File: config.mk
export PLATFORM = sky130hd
export DESIGN_NAME = apb_slave_regfile
export DESIGN_NICKNAME = d
export VERILOG_FILES = /design/src/rtl/apb_pkg.sv /design/src/rtl/apb_regfile.sv /design/src/rtl/apb_slave_regfile.sv
export SDC_FILE = /design/constraint.sdc
export NUM_CORES = 1
export LEC_CHECK = 0
export BUFFER_PORTS_ARGS = -buffer_cell sky130_fd_sc_hd__buf_2
export CAP_MARGIN = 20
export CORE_MARGIN = 2
export CORE_UTILIZATION = 50
export CTS_CLUSTER_DIAMETER = 40
export DETAILED_ROUTE_END_ITERATION = 12
export PLACE_DENSITY = 0.68
export SLEW_MARGIN = 40
export SYNTH_ARGS = -nofsm -noshare
export SYNTH_HDL_FRONTEND = slang
export SYNTH_SLANG_ARGS = --single-unit
File: constraint.sdc
create_clock -name Hclk -period 30.3 [get_ports Hclk]
set_input_delay 3.03 -clock Hclk [delete_from_list [all_inputs] [get_ports Hclk]]
set_output_delay 3.03 -clock Hclk [all_outputs]
set_load 0.005 [all_outputs]
File: src/rtl/apb_pkg.sv
// Shared APB definitions: bus widths, select width, FSM encoding and the
// default content of the read-only identification register.
package apb_pkg;

    localparam int APB_AW = 32;
    localparam int APB_DW = 32;
    localparam int PSEL_W = 3;

    localparam logic [APB_DW-1:0] APB_ID_VALUE = 32'hA9B0_0001;

    typedef enum logic {
        ST_IDLE   = 1'b0,
        ST_ACCESS = 1'b1
    } apb_state_e;

endpackage

File: src/rtl/apb_regfile.sv
// DEPTH x 32-bit register file: one synchronous write port, one combinational
// read port, asynchronous clear. Index 0 always reads the ID constant.
module apb_regfile
    import apb_pkg::*;
#(
    parameter int               DEPTH    = 16,
    parameter logic [APB_DW-1:0] ID_VALUE = APB_ID_VALUE,
    parameter int               IDX_W    = $clog2(DEPTH)
) (
    input  logic              clk_i,
    input  logic              rst_i,
    input  logic              we_i,
    input  logic [IDX_W-1:0]  waddr_i,
    input  logic [APB_DW-1:0] wdata_i,
    input  logic [IDX_W-1:0]  raddr_i,
    output logic [APB_DW-1:0] rdata_o
);

    logic [APB_DW-1:0] mem_q [DEPTH];

    // Storage: cleared asynchronously, one word written per enabled cycle.
    always_ff @(posedge clk_i or posedge rst_i) begin
        if (rst_i) begin
            for (int i = 0; i < DEPTH; i++) begin
                mem_q[i] <= '0;
            end
        end else if (we_i) begin
            mem_q[waddr_i] <= wdata_i;
        end
    end

    // Read port: register 0 is a fixed identification word.
    always_comb begin
        rdata_o = mem_q[raddr_i];
        if (raddr_i == '0) begin
            rdata_o = ID_VALUE;
        end
    end

endmodule

File: src/rtl/apb_slave_regfile.sv
// APB completer behind one Pselx line: register file with programmable wait
// states and error response for misaligned, out-of-range and read-only writes.
module apb_slave_regfile
    import apb_pkg::*;
#(
    parameter int                SLAVE_ID    = 0,
    parameter int                DEPTH       = 16,
    parameter int                WAIT_STATES = 0,
    parameter logic [APB_DW-1:0] ID_VALUE    = APB_ID_VALUE
) (
    input  logic              Hclk,
    input  logic              Hreset,
    input  logic [PSEL_W-1:0] Pselx,
    input  logic              Penable,
    input  logic              Pwrite,
    input  logic [APB_AW-1:0] Paddr,
    input  logic [APB_DW-1:0] Pwdata,
    output logic [APB_DW-1:0] Prdata,
    output logic              Pready,
    output logic              Pslverr
);

    localparam int         IDX_W   = $clog2(DEPTH);
    localparam logic [8:0] DEPTH_L = 9'(DEPTH);
    localparam logic [3:0] WS_L    = 4'(WAIT_STATES);

    apb_state_e  state_q, state_d;
    logic [3:0]  wcnt_q, wcnt_d;
    logic [7:0]  idx_q, idx_d;
    logic        write_q, write_d;
    logic        err_q, err_d;

    logic              sel;
    logic              complete;
    logic              setup_err;
    logic              we;
    logic [APB_DW-1:0] rf_rdata;
    logic              unused_bits;

    assign sel = Pselx[SLAVE_ID];

    // Upper address bits were already decoded by the bridge into Pselx.
    assign unused_bits = ^{Paddr[31:10], Pselx};

    // Error classification of the address/direction seen in the setup phase.
    always_comb begin
        setup_err = (Paddr[1:0] != 2'b00)
                 || ({1'b0, Paddr[9:2]} >= DEPTH_L)
                 || (Pwrite && (Paddr[9:2] == 8'd0));
    end

    // Completion happens in ACCESS once the wait counter has drained,
    // provided the bridge is still holding the transfer.
    assign complete = (state_q == ST_ACCESS) && sel && Penable && (wcnt_q == 4'd0);
    assign we       = complete && write_q && !err_q;

    // Control and latched-transfer registers, cleared asynchronously.
    always_ff @(posedge Hclk or posedge Hreset) begin
        if (Hreset) begin
            state_q <= ST_IDLE;
            wcnt_q  <= '0;
            idx_q   <= '0;
            write_q <= 1'b0;
            err_q   <= 1'b0;
        end else begin
            state_q <= state_d;
            wcnt_q  <= wcnt_d;
            idx_q   <= idx_d;
            write_q <= write_d;
            err_q   <= err_d;
        end
    end

    // Next-state logic: setup latches the transfer, access counts down
    // wait states, and a dropped select/enable abandons the transfer.
    always_comb begin
        state_d = state_q;
        wcnt_d  = wcnt_q;
        idx_d   = idx_q;
        write_d = write_q;
        err_d   = err_q;
        case (state_q)
            ST_IDLE: begin
                if (sel && !Penable) begin
                    idx_d   = Paddr[9:2];
                    write_d = Pwrite;
                    err_d   = setup_err;
                    wcnt_d  = WS_L;
                    state_d = ST_ACCESS;
                end
            end
            ST_ACCESS: begin
                if (sel && Penable) begin
                    if (wcnt_q != 4'd0) begin
                        wcnt_d = wcnt_q - 4'd1;
                    end else begin
                        state_d = ST_IDLE;
                    end
                end else begin
                    state_d = ST_IDLE;
                end
            end
            default: state_d = ST_IDLE;
        endcase
    end

    // Response outputs are driven only in the completion cycle.
    always_comb begin
        Pready  = complete;
        Pslverr = complete && err_q;
        Prdata  = '0;
        if (complete && !write_q && !err_q) begin
            Prdata = rf_rdata;
        end
    end

    apb_regfile #(
        .DEPTH    (DEPTH),
        .ID_VALUE (ID_VALUE),
        .IDX_W    (IDX_W)
    ) u_regfile (
        .clk_i   (Hclk),
        .rst_i   (Hreset),
        .we_i    (we),
        .waddr_i (idx_q[IDX_W-1:0]),
        .wdata_i (Pwdata),
        .raddr_i (idx_q[IDX_W-1:0]),
        .rdata_o (rf_rdata)
    );

endmodule

======== Word-level counts from Yosys, hierarchy flattened ========
Cells that the tools add are included.
word-level totals
  bits in registers ....................... 523
  bits of input ports ..................... 71
cells by class
  add/subtract/negate cells ............... 1
  order comparisons ....................... 3
  eq/ne operators ......................... 3
  multiplexer cells ....................... 16
  bitwise logic cells ..................... 2
  reductions and logical operators ........ 24
operator list
  kind                                                                   count
  512-bit bitwise mux                                                    1
  32-bit 2-to-1 mux                                                      5
  32-bit binary-select mux with 4-bit select                             1
  32-bit demux with 4-bit select                                         1
  1-bit logical AND                                                      12
  4-bit 2-to-1 mux                                                       3
  8-bit by 5-bit >= comparator with 1-bit output, second input constant  1
  4-bit zero test                                                        2
  8-bit zero test                                                        1
  4-bit case mux with 2 select lines                                     1
  5-bit >= comparator, second input constant                             1
  5-bit by 1-bit < comparator with 1-bit output, second input constant   1
  4-bit inverter with 5-bit output                                       1
  2-bit by 1-bit != test with 1-bit output, second input constant        2
  4-bit nonzero test                                                     1
  4-bit by 1-bit subtractor with 4-bit output, second input constant     1
  1-bit zero test                                                        3
  1-bit 2-to-1 mux                                                       3
  3-bit AND reduction                                                    1
  1-bit logical OR                                                       2
  2-bit != test, second input constant                                   1
  1-bit case mux with 2 select lines                                     1
  2-bit AND reduction                                                    1
  2-bit nonzero test                                                     1
  1-bit inverter                                                         1

======== Logic depth before layout (Yosys ltp) ========
Gate-level depths: netlist of run 1.
  depth in word-level cells ............... 6
  depth in mapped cells ................... 8
  depth with buffers taken out ............ 6

======== Modules after synthesis ========
A second synthesis of run 1 with hierarchy kept.
second synthesis, totals
  cells, all modules ...................... 1,549
  area, all modules ....................... 23,921.7 sq um
modules (own cells, without submodules)
  module             times used  cells an instance  area each (sq um)
  apb_regfile        1           1,455              23,050.9
  apb_slave_regfile  1           94                 870.8

======== Worst setup path before layout of run 1 ========
No wires, ideal clock.
  kind .................................... input -> output
  start ................................... input Penable
  end ..................................... output Prdata[10]
  arrival ................................. 4,467 ps
  required time ........................... 27,270 ps
  slack ................................... 22,803 ps
  stages .................................. 7
  path buffers ............................ 3
  cell sequence ........................... clkbuf_1 -> nand2b_1 -> or4_1 -> clkbuf_1 -> a21o_1 -> buf_2 -> a21oi_1
on the way
  longest elaborated chain between the ends .. 5
ends and longest elaborated chain
  element                          RTL line                  text
  start: declaration               apb_slave_regfile.sv:14   input logic Penable,
  1-bit logical AND (2 in series)  apb_slave_regfile.sv:54   assign complete = (state_q == ST_ACCESS) && sel && Penable && (wcnt_q == 4'd0);
  1-bit logical AND (2 in series)  apb_slave_regfile.sv:112  if (complete && !write_q && !err_q) begin
  32-bit 2-to-1 mux                apb_slave_regfile.sv:112
  end: declaration                 apb_slave_regfile.sv:18   output logic [APB_DW-1:0] Prdata,
Every way passes these cells.

======== Worst setup path after layout of run 1 ========
  start ................................... input Pselx[0]
  end ..................................... output Prdata[3]
on the way
  longest elaborated chain between the ends .. 6
ends and longest elaborated chain
  element                          RTL line                  text
  start: declaration               apb_slave_regfile.sv:13   input logic [PSEL_W-1:0] Pselx,
  1-bit logical AND (3 in series)  apb_slave_regfile.sv:54
  1-bit logical AND (2 in series)  apb_slave_regfile.sv:112
  32-bit 2-to-1 mux                apb_slave_regfile.sv:112
Every way passes these cells.

==> impl_metrics.yaml, run 1 <==
global_routing:
  grt.busiest_layer: "met2"
  track_usage: 0.2276
  grt_max_degree: 124
  grt_antenna_before_repair: 1
  gr-usage-met3: 0.04472
  met1_usage: 0.3244
  met2_usage: 0.3565
  grt_pass1_wl_mm: 87.17
  grt_pass1_vias: 14310
  grt_overflow: 0
sta:
  rsz0062_at_grt: "no"
  slew_viol_final: 0
  slew_headroom: 0.4278
  finClkSkew_ns: 0.02627
  fin_setup_tns_ns: 0
  fmax_mhz: 116.6
  hold_viol: 0
  tightest_slew_ns: 0.8583
  period_share: 0.2829
  hold_slack_ns: 0.4796
  finalCriticalPeriod_ns: 8.573
  setup_violations: 0
final_layout:
  areaGrowthSynthToFinish_pct: 14.22
  fin_nets: 1611
  layout-drive-gt1-share: 0.5535
  antenna_cells: 0
  fill_cells: 3666
clocking:
  path_clk_slew_ns: 0.05
  clock_latency_ns: 0.61
  cts_buffer_depth: 3
  cts.sinks: 515
  cts-root-buf: "clkbuf_16"
  cts.repair.resized: 0
  cts_tree: "done"
  cts_htree_levels: 3
  cts_inserted_buffers: 77
  post_cts_buffers: 0
  cts_hold_buf: 0
logic_synthesis:
  syn_nets: 1558
  synth_edf_count: 0
  synth_ff_type: "dfrtp_1"
  synth_area_sq_um: 24440
  yosys_warnings: 0
  seq_area_frac_synth: 0.5272
  synth_cells: 1486
  avgSynthCellArea_sq_um: 16.45
  synthArstFlopShare: 1.000
  synth_cell_types: 44
  synth-seq-cells: 515
job:
  drv_cap: 0
setup_path:
  arrival_ns: 5.54
  cp-start-kind: "primary input"
  critPathMaxFanout: 14
  endpoint_kind: "output pin"
  path_delay_family: "simple AND/OR/NAND/NOR gates"
  worstPathRequired_ns: 27.27
  path_cells: "buf_2, nand4b_2, or4_1, a21o_1, buf_4, a21oi_1, buf_2"
  critical_path_class: "in2out"
  cpPeakStageDelay_ns: 0.80
  worst_path_most_repeated_cell: "buf_2"
  path_buf_inv: 3
  cp_slowest_cell: "or4_1"
  r2r_slack_ns: 26.64
die:
  fp.dieH_microns: 225.1
  fp.dieArea_sq_um: 50670
  row_count: 81
  fp.dieW_microns: 225.1
  core_sq_um: 48650
  io_pins: 105
  start_util: 0.5025
hold_path:
  hp-class: "reg2reg"
route:
  drc: 0
  drt_iter0_markers: 917
  avgViaCountPerCell: 5.957
  dr.pass1.iters: 5
  ant_nets: 0
  drt-total-wl_mm: 55.15
  routedWlPerCell_microns: 24.83
  vias: 13230
power_and_ir_drop:
  leakage_nw: 14.00
  ir_worst_vdd_mv: 0.04284
  power_density_nw_per_um2: 63.71
place:
  dp_hpwl_mm: 30.44
  portBuffers: 80
  globalplace.congestion: 0.7397
run_status:
  outcome: "finished, final reports clean"
## where the power goes
group          internal [mW]  switching [mW]  leakage, nW
Sequential             0.695          0.0160         7.17
Clock                  0.578           0.332         1.31
Combinational         0.0553           0.102         5.51
## sequential cells by signal, indices dropped and copies added, names as in the netlist
register         count
err_q                1
state_q              1
wcnt_q               4
idx_q                4
write_q              1
u_regfile.mem_q    504
## Yosys cell counts, types with 2 or more instances
cell	instances	area [sq um]
inv_1	6	22.52
and2_1	3	18.77
and2b_1	2	15.01
a22oi_1	54	405.4
a21oi_1	29	145.1
nand2b_1	2	12.51
a211oi_1	2	15.01
buf_2	43	215.2
a22o_1	2	17.52
nor2b_1	4	25.02
nor3b_1	3	22.52
or4_1	3	22.52
mux2_1	8	90.09
a31oi_1	7	43.79
buf_6	30	337.8
dfrtp_1	515	12890
mux4_2	113	2545
nand2_1	18	67.56
and4_1	4	35.03
clkbuf_1	48	180.2
nand3_1	3	15.01
a21o_1	2	15.01
nand3_4	10	175.2
nor2_1	5	18.77
buf_4	15	112.6
mux2_2	279	3142
o211ai_1	12	90.09
mux2_4	223	3348
mux2i_1	24	240.2
o31ai_1	2	15.01
nor3_1	2	10.01
## through the flow
step | instance area [sq um] | total power [mW] | cells | util | setup WS [ns]
after global placement | 24980 | 0.8772 | 2072 | 0.5135 | 21.78
final | 27920 | 1.779 | 2221 | 0.5739 | 21.73
after global routing | 27920 | 1.842 | 2221 | 0.5739 | 21.66
after detailed placement | 25200 | 0.8828 | 2081 | 0.5180 | 21.75
after CTS | 27880 | 1.797 | 2220 | 0.5731 | 21.75
after floorplan | 24440 | 0.8320 | 1486 | - | 12.89
## cell families after synthesis
logic type | share of synthesized area
buffers and inverters | 0.03634
adders and majority gates | 0.0005118
muxes | 0.3831
and+or+nand+nor | 0.02109
DFF | 0.5272
AOI/OAI and AO/OA | 0.03168
## cell type report
class / count / area, sq um / area share
clock buffers: 98 / 2191 / 0.07847
clock inverters: 41 / 494.2 / 0.01770
inverters: 6 / 35.03 / 0.001255
multi-input cells: 828 / 10710 / 0.3837
flip-flops and latches: 515 / 12890 / 0.4618
well taps: 622 / 778.2 / 0.02787
repair buffers: 111 / 814.5 / 0.02917
## final timing paths
check,startpoint,end,cells past startpoint
max,Pselx[0],Prdata[3],7
min,u_regfile.mem_q[133],u_regfile.mem_q[133],1
max reg2reg,idx_q[3],u_regfile.mem_q[138],5
min reg2reg,u_regfile.mem_q[133],u_regfile.mem_q[133],1
max in group asynchronous,Hreset,u_regfile.mem_q[166],5
min in group asynchronous,Hreset,u_regfile.mem_q[378],2
## cell usage in the layout (no fill, tap or decap), types with 3 or more instances in the layout
cell type,instances
a31oi_1,7
mux2_1,8
clkbuf_1,7
buf_12,8
inv_1,5
nand3_4,10
mux2i_1,24
clkinvlp_4,5
mux2_4,223
dfrtp_1,513
a22oi_1,54
buf_16,3
nand2_1,18
mux2_2,279
clkbuf_16,81
clkinv_8,3
inv_8,3
buf_6,4
buf_4,15
inv_6,10
buf_2,80
clkbuf_8,11
o211ai_1,12
clkinv_4,6
a21oi_1,29
and4_2,4
mux4_2,113
clkinv_2,8
nor2_1,4
or4_1,3
bufinv_16,7
## layer usage
layer,part of all wire,vias to the layer above
li1,-,5685
met1,0.46,7173
met2,0.48,286
met3,0.043,85
met4,0.022,2
met5,0.00029,-
Power figures use the tool's default switching activity.
==> run 2, diff against run 1 <==
--- a/config.mk
+++ b/config.mk
@@ -11,7 +11,7 @@
 export CORE_UTILIZATION = 50
 export CTS_CLUSTER_DIAMETER = 40
 export DETAILED_ROUTE_END_ITERATION = 12
-export PLACE_DENSITY = 0.68
+export PLACE_DENSITY = 0.7
 export SLEW_MARGIN = 40
 export SYNTH_ARGS = -nofsm -noshare
 export SYNTH_HDL_FRONTEND = slang
==> constraint.sdc (replaced) <==
create_clock -name Hclk -period 6.9 [get_ports Hclk]
set_input_delay 0.69 -clock Hclk [delete_from_list [all_inputs] [get_ports Hclk]]
set_output_delay 0.69 -clock Hclk [all_outputs]
set_load 0.005 [all_outputs]
==> impl_metrics.yaml, run 2 (synthesis gave the netlist of run 1 again) <==
place:
  dp.cells: 2081
  pre_cts_ws_ns: 2.989
  place_area_sq_um: 25220
  globalplace.congestion: 0.7337
  portBuffers: 80
  dp_hpwl_mm: 30.09
setup_path:
  rr_worst_depth: 8
  worstPathRequired_ns: 6.21
  regToRegStartpoint: "wcnt_q[0]"
  cp_slowest_cell: "or4_1"
  cp-start-kind: "flip-flop"
  arrival_ns: 3.72
  critical_path_class: "reg2out"
  path_delay_family: "simple AND/OR/NAND/NOR gates"
  crit_start: "wcnt_q[0]"
  critical_path_cell_count: 8
  cpPeakStageDelay_ns: 0.80
  path_buf_inv: 3
  critPathMaxFanout: 14
  path_cells: "inv_1, ha_1, nand4b_2, or4_1, a21o_1, buf_4, a21oi_1, buf_2"
  endpoint_kind: "output pin"
clocking:
  cts_inserted_buffers: 73
  cts_htree_levels: 3
  post_cts_buffers: 0
  cts_tree: "done"
  path_clk_slew_ns: 0.05
  cts.repair.resized: 0
  cts_hold_buf: 0
  cts.sinks: 515
  clock_latency_ns: 0.60
  cts_buffer_depth: 3
  cts-root-buf: "clkbuf_16"
die:
  fp.dieArea_sq_um: 50670
  start_util: 0.5025
  io_pins: 105
  core_sq_um: 48650
  fp.dieH_microns: 225.1
  row_count: 81
  fp.dieW_microns: 225.1
route:
  avgViaCountPerCell: 5.973
  dr.pass1.iters: 4
  vias: 13220
  routedWlPerCell_microns: 24.73
  ant_nets: 0
  drc: 0
  drt-total-wl_mm: 54.74
  drt_iter0_markers: 886
final_layout:
  final_common_cell: "dfrtp_1"
  postLayoutCellArea_sq_um: 27860
  fill_cells: 3722
  multi_input_area_sq_um: 10710
  areaGrowthSynthToFinish_pct: 13.98
  stdcell_count: 2213
  final_cell_mix: "dfrtp_1 (513), mux2_2 (279), mux2_4 (223), mux4_2 (113), buf_2 (80)"
  antenna_cells: 0
  largest_reg_flops: 504
  fin_util: 0.5727
  fin_nets: 1607
  top_regs: "u_regfile.mem_q x504, idx_q x4, wcnt_q x4"
  seqCellArea_sq_um: 12890
  max_flop_register: "u_regfile.mem_q"
  layout-drive-gt1-share: 0.5525
job:
  drv_cap: 0
global_routing:
  track_usage: 0.2242
  grt_pass1_vias: 14410
  grt_antenna_before_repair: 2
  grt_max_degree: 138
  grt_pass1_wl_mm: 86.23
  grt_overflow: 0
sta:
  slew_headroom: 0.4169
  hold_slack_ns: 0.1512
  finalCriticalPeriod_ns: 4.407
  rsz0062_at_grt: "no"
  finClkSkew_ns: 0.02545
  hold_viol: 0
  setup_ws_ns: 2.493
  fmax_mhz: 226.9
  tightest_slew_ns: 0.8747
  slew_viol_final: 0
  period_share: 0.6388
  setup_violations: 0
power_and_ir_drop:
  leakage_nw: 13.97
  power_density_nw_per_um2: 278.5
  ir_worst_vdd_mv: 0.1682
run_status:
  outcome: "finished, final reports clean"
hold_path:
  hp-class: "in2async"
-- run 2: routing by layer --
metal / vias to the layer above / track usage / share of wire / wire length [microns]
met1: 7223 / 0.3152 / 0.45 / 24620
li1: 5657 / - / - / -
met3: 79 / 0.03846 / 0.044 / 2427
met4: 4 / 0.07007 / 0.021 / 1149
met2: 256 / 0.3588 / 0.48 / 26520
met5: - / 0 / 0.00042 / 23
-- run 2: layout make-up --
class	instances	area share
multi-input cells	828	0.3846
clock inverters	38	0.01774
well taps	622	0.02793
flip-flops and latches	515	0.4628
clock buffers	93	0.07608
inverters	6	0.0009431
repair buffers	111	0.02991
-- run 2: where the power goes --
part,internal (mW),switching (mW)
clock,2.53,1.42
combinational,0.246,0.457
sequential,3.05,0.0536
total,5.83,1.93
-- run 2: path summary, 6_finish.rpt --
path / endpoint / slack, ns
setup / recovery: Prdata[1] / 2.49
hold / removal: u_regfile.mem_q[282] / 0.15
setup reg to reg: u_regfile.mem_q[128] / 3.61
hold reg to reg: u_regfile.mem_q[133] / 0.48
max in group asynchronous: u_regfile.mem_q[398] / 5.12
min in group Hclk: idx_q[1] / 0.37
-- run 2: metrics by stage --
stage / setup TNS [ns] / power [mW]
3_3_place_gp: 0 / 3.848
6_report: 0 / 7.759
4_1_cts: 0 / 7.830
3_5_place_dp: 0 / 3.866
5_1_grt: 0 / 8.026
2_1_floorplan: -403.91 / 3.655
==> run 3, diff against run 2 <==
--- a/config.mk
+++ b/config.mk
@@ -11,7 +11,7 @@
 export CORE_UTILIZATION = 50
 export CTS_CLUSTER_DIAMETER = 40
 export DETAILED_ROUTE_END_ITERATION = 12
-export PLACE_DENSITY = 0.7
+export PLACE_DENSITY = 0.68
 export SLEW_MARGIN = 40
 export SYNTH_ARGS = -nofsm -noshare
 export SYNTH_HDL_FRONTEND = slang
==> constraint.sdc (replaced) <==
create_clock -name Hclk -period 4.4 [get_ports Hclk]
set_input_delay 0.44 -clock Hclk [delete_from_list [all_inputs] [get_ports Hclk]]
set_output_delay 0.44 -clock Hclk [all_outputs]
set_load 0.005 [all_outputs]
==> impl_metrics.yaml, run 3 (synthesis gave the netlist of run 1 again) <==
die:
  io_pins: 105
  fp.dieW_microns: 225.1
  start_util: 0.5025
  fp.dieH_microns: 225.1
  row_count: 81
  core_sq_um: 48650
  fp.dieArea_sq_um: 50670
place:
  portBuffers: 80
  dp.cells: 2095
  globalplace.congestion: 0.7390
  pre_cts_ws_ns: 0.9676
  dp_hpwl_mm: 31.50
power_and_ir_drop:
  swShare: 0.2685
  p_switching_mw: 3.362
  leakage_nw: 14.08
  comb_power_share: 0.090
  power_density_nw_per_um2: 444.9
  seq_power_share: 0.392
  p_int_mw: 9.160
  totalPowerFinal_mw: 12.52
  p_clk_frac: 0.518
  ir_worst_vdd_mv: 0.2869
route:
  routedWlPerCell_microns: 25.31
  drc: 0
  ant_nets: 0
  drt-total-wl_mm: 56.90
  vias: 13580
  drt_iter0_markers: 921
  dr.pass1.iters: 5
  avgViaCountPerCell: 6.042
final_layout:
  final_common_cell: "dfrtp_1"
  antenna_cells: 0
  stdcell_count: 2248
  fin_nets: 1631
  largest_reg_flops: 504
  max_flop_register: "u_regfile.mem_q"
  top_regs: "u_regfile.mem_q x504, idx_q x4, wcnt_q x4"
  final_cell_mix: "dfrtp_1 (513), mux2_2 (279), mux2_4 (223), mux4_2 (113), clkbuf_16 (81)"
  fill_cells: 3685
  layout-drive-gt1-share: 0.5633
  fin_util: 0.5785
  areaGrowthSynthToFinish_pct: 15.14
clocking:
  cts_htree_levels: 3
  cts.sinks: 515
  cts_inserted_buffers: 81
  path_clk_slew_ns: 0.05
  clock_latency_ns: 0.62
  cts_tree: "done"
  cts-root-buf: "clkbuf_16"
  cts_buffer_depth: 3
sta:
  slew_headroom: 0.4082
  finClkSkew_ns: 0.03695
  slew_viol_final: 0
  tightest_slew_ns: 0.8839
  period_share: 0.8891
  rsz0062_at_grt: "no"
  setup_ws_ns: 0.4878
  fmax_mhz: 255.6
  setup_violations: 0
  hold_slack_ns: 0.07526
  hold_viol: 0
  finalCriticalPeriod_ns: 3.912
global_routing:
  grt_overflow: 0
  grt_max_degree: 166
  grt_pass1_vias: 14900
  grt_antenna_before_repair: 1
  track_usage: 0.2343
  grt_pass1_wl_mm: 90.00
setup_path:
  cpPeakStageDelay_ns: 0.51
  regToRegStartpoint: "wcnt_q[0]"
  cp-start-kind: "flip-flop"
  critical_path_class: "reg2out"
  worstPathRequired_ns: 3.96
  endpoint_kind: "output pin"
  cp_slowest_cell: "or4_1"
  r2r_slack_ns: 0.93
  critPathMaxFanout: 16
  timing.rr.end: "u_regfile.mem_q[235]"
  crit_start: "wcnt_q[0]"
  critPathCapture: "Prdata[2]"
  path_cells: "inv_1, ha_1, nand4b_2, or4_1, buf_4, a21o_2, buf_4, a21oi_1, buf_2"
  rr_worst_depth: 8
  worst_path_most_repeated_cell: "buf_4"
  arrival_ns: 3.47
run_status:
  outcome: "finished, final reports clean"
job:
  drv_cap: 0
hold_path:
  min_from: "Pwrite"
  hp-class: "in2reg"
run 3: cell count changes in the layout (fill, tap and decap cells not counted), moves of 2 or more:
| cell | before | now |
|---|---|---|
| clkbuf_1 | 5 | 3 |
| clkinvlp_4 | 4 | 14 |
| clkinv_8 | 0 | 2 |
| buf_6 | 2 | 0 |
| clkbuf_8 | 9 | 3 |
| buf_12 | 9 | 11 |
| inv_6 | 6 | 18 |
| bufinv_16 | 9 | 7 |
| buf_16 | 4 | 2 |
| buf_4 | 16 | 33 |
| inv_16 | 0 | 2 |
| clkbuf_16 | 79 | 81 |
run 3: layout make-up:
type	instances	area, sq um	share of cell area
well taps	622	778.2	0.02765
flip-flops and latches	515	12890	0.4582
multi-input cells	828	10710	0.3806
repair buffers	127	933.4	0.03316
inverters	6	26.28	0.0009336
clock buffers	87	2079	0.07389
clock inverters	63	719.4	0.02556
run 3: worst min path at each step:
stage	end	slack (ns)	depth (start not counted)
global placement	u_regfile.mem_q[129]	0.46	1
global route	idx_q[0]	0.06	2
detailed placement	u_regfile.mem_q[136]	0.47	1
finish	write_q	0.08	2
floorplan	u_regfile.mem_q[129]	0.45	1
CTS	write_q	0.03	2
run 3: repair_timing:
action | in CTS | in global routing
gates resized for setup | 0 | 0
setup buffers | 0 | 0
hold buffers | 1 | 0
setup endpoints to repair | 0 | 0
hold endpoints to repair | 21 | 0
run 3: power by group through the flow:
| stage | logic [mW] | clock network (mW) | registers [mW] |
|---|---|---|---|
| detailed placement | 1.13 | 0 | 4.99 |
| global route | 1.21 | 6.82 | 4.92 |
| CTS | 1.13 | 6.60 | 4.91 |
| floorplan | 0.838 | 0 | 4.89 |
| global placement | 1.11 | 0 | 4.99 |
| finish | 1.12 | 6.49 | 4.91 |
run 3: routing by layer:
metal | global-route usage | wire (microns)
met1 | 0.3288 | 25400
met2 | 0.3719 | 27420
met3 | 0.04446 | 2616
met4 | 0.07392 | 1441
met5 | 0 | 16
run 3: critical path, delay by kind of cell (launching register included):
kind                     cells  cell delay (ns)
AO/OA/AOI/OAI                2             0.73
AND/OR/NAND/NOR              2             0.68
buffers and inverters        4             0.82
adder cells (fa/ha/maj)      1             0.23
flip-flops                   1             0.37
run 3: through the flow:
step / instance area (sq um) / TNS [ns]
global route: 28140 / 0
detailed placement: 25280 / 0
floorplan: 24450 / -1562.66
CTS: 28090 / 0
global placement: 25270 / 0
finish: 28140 / 0
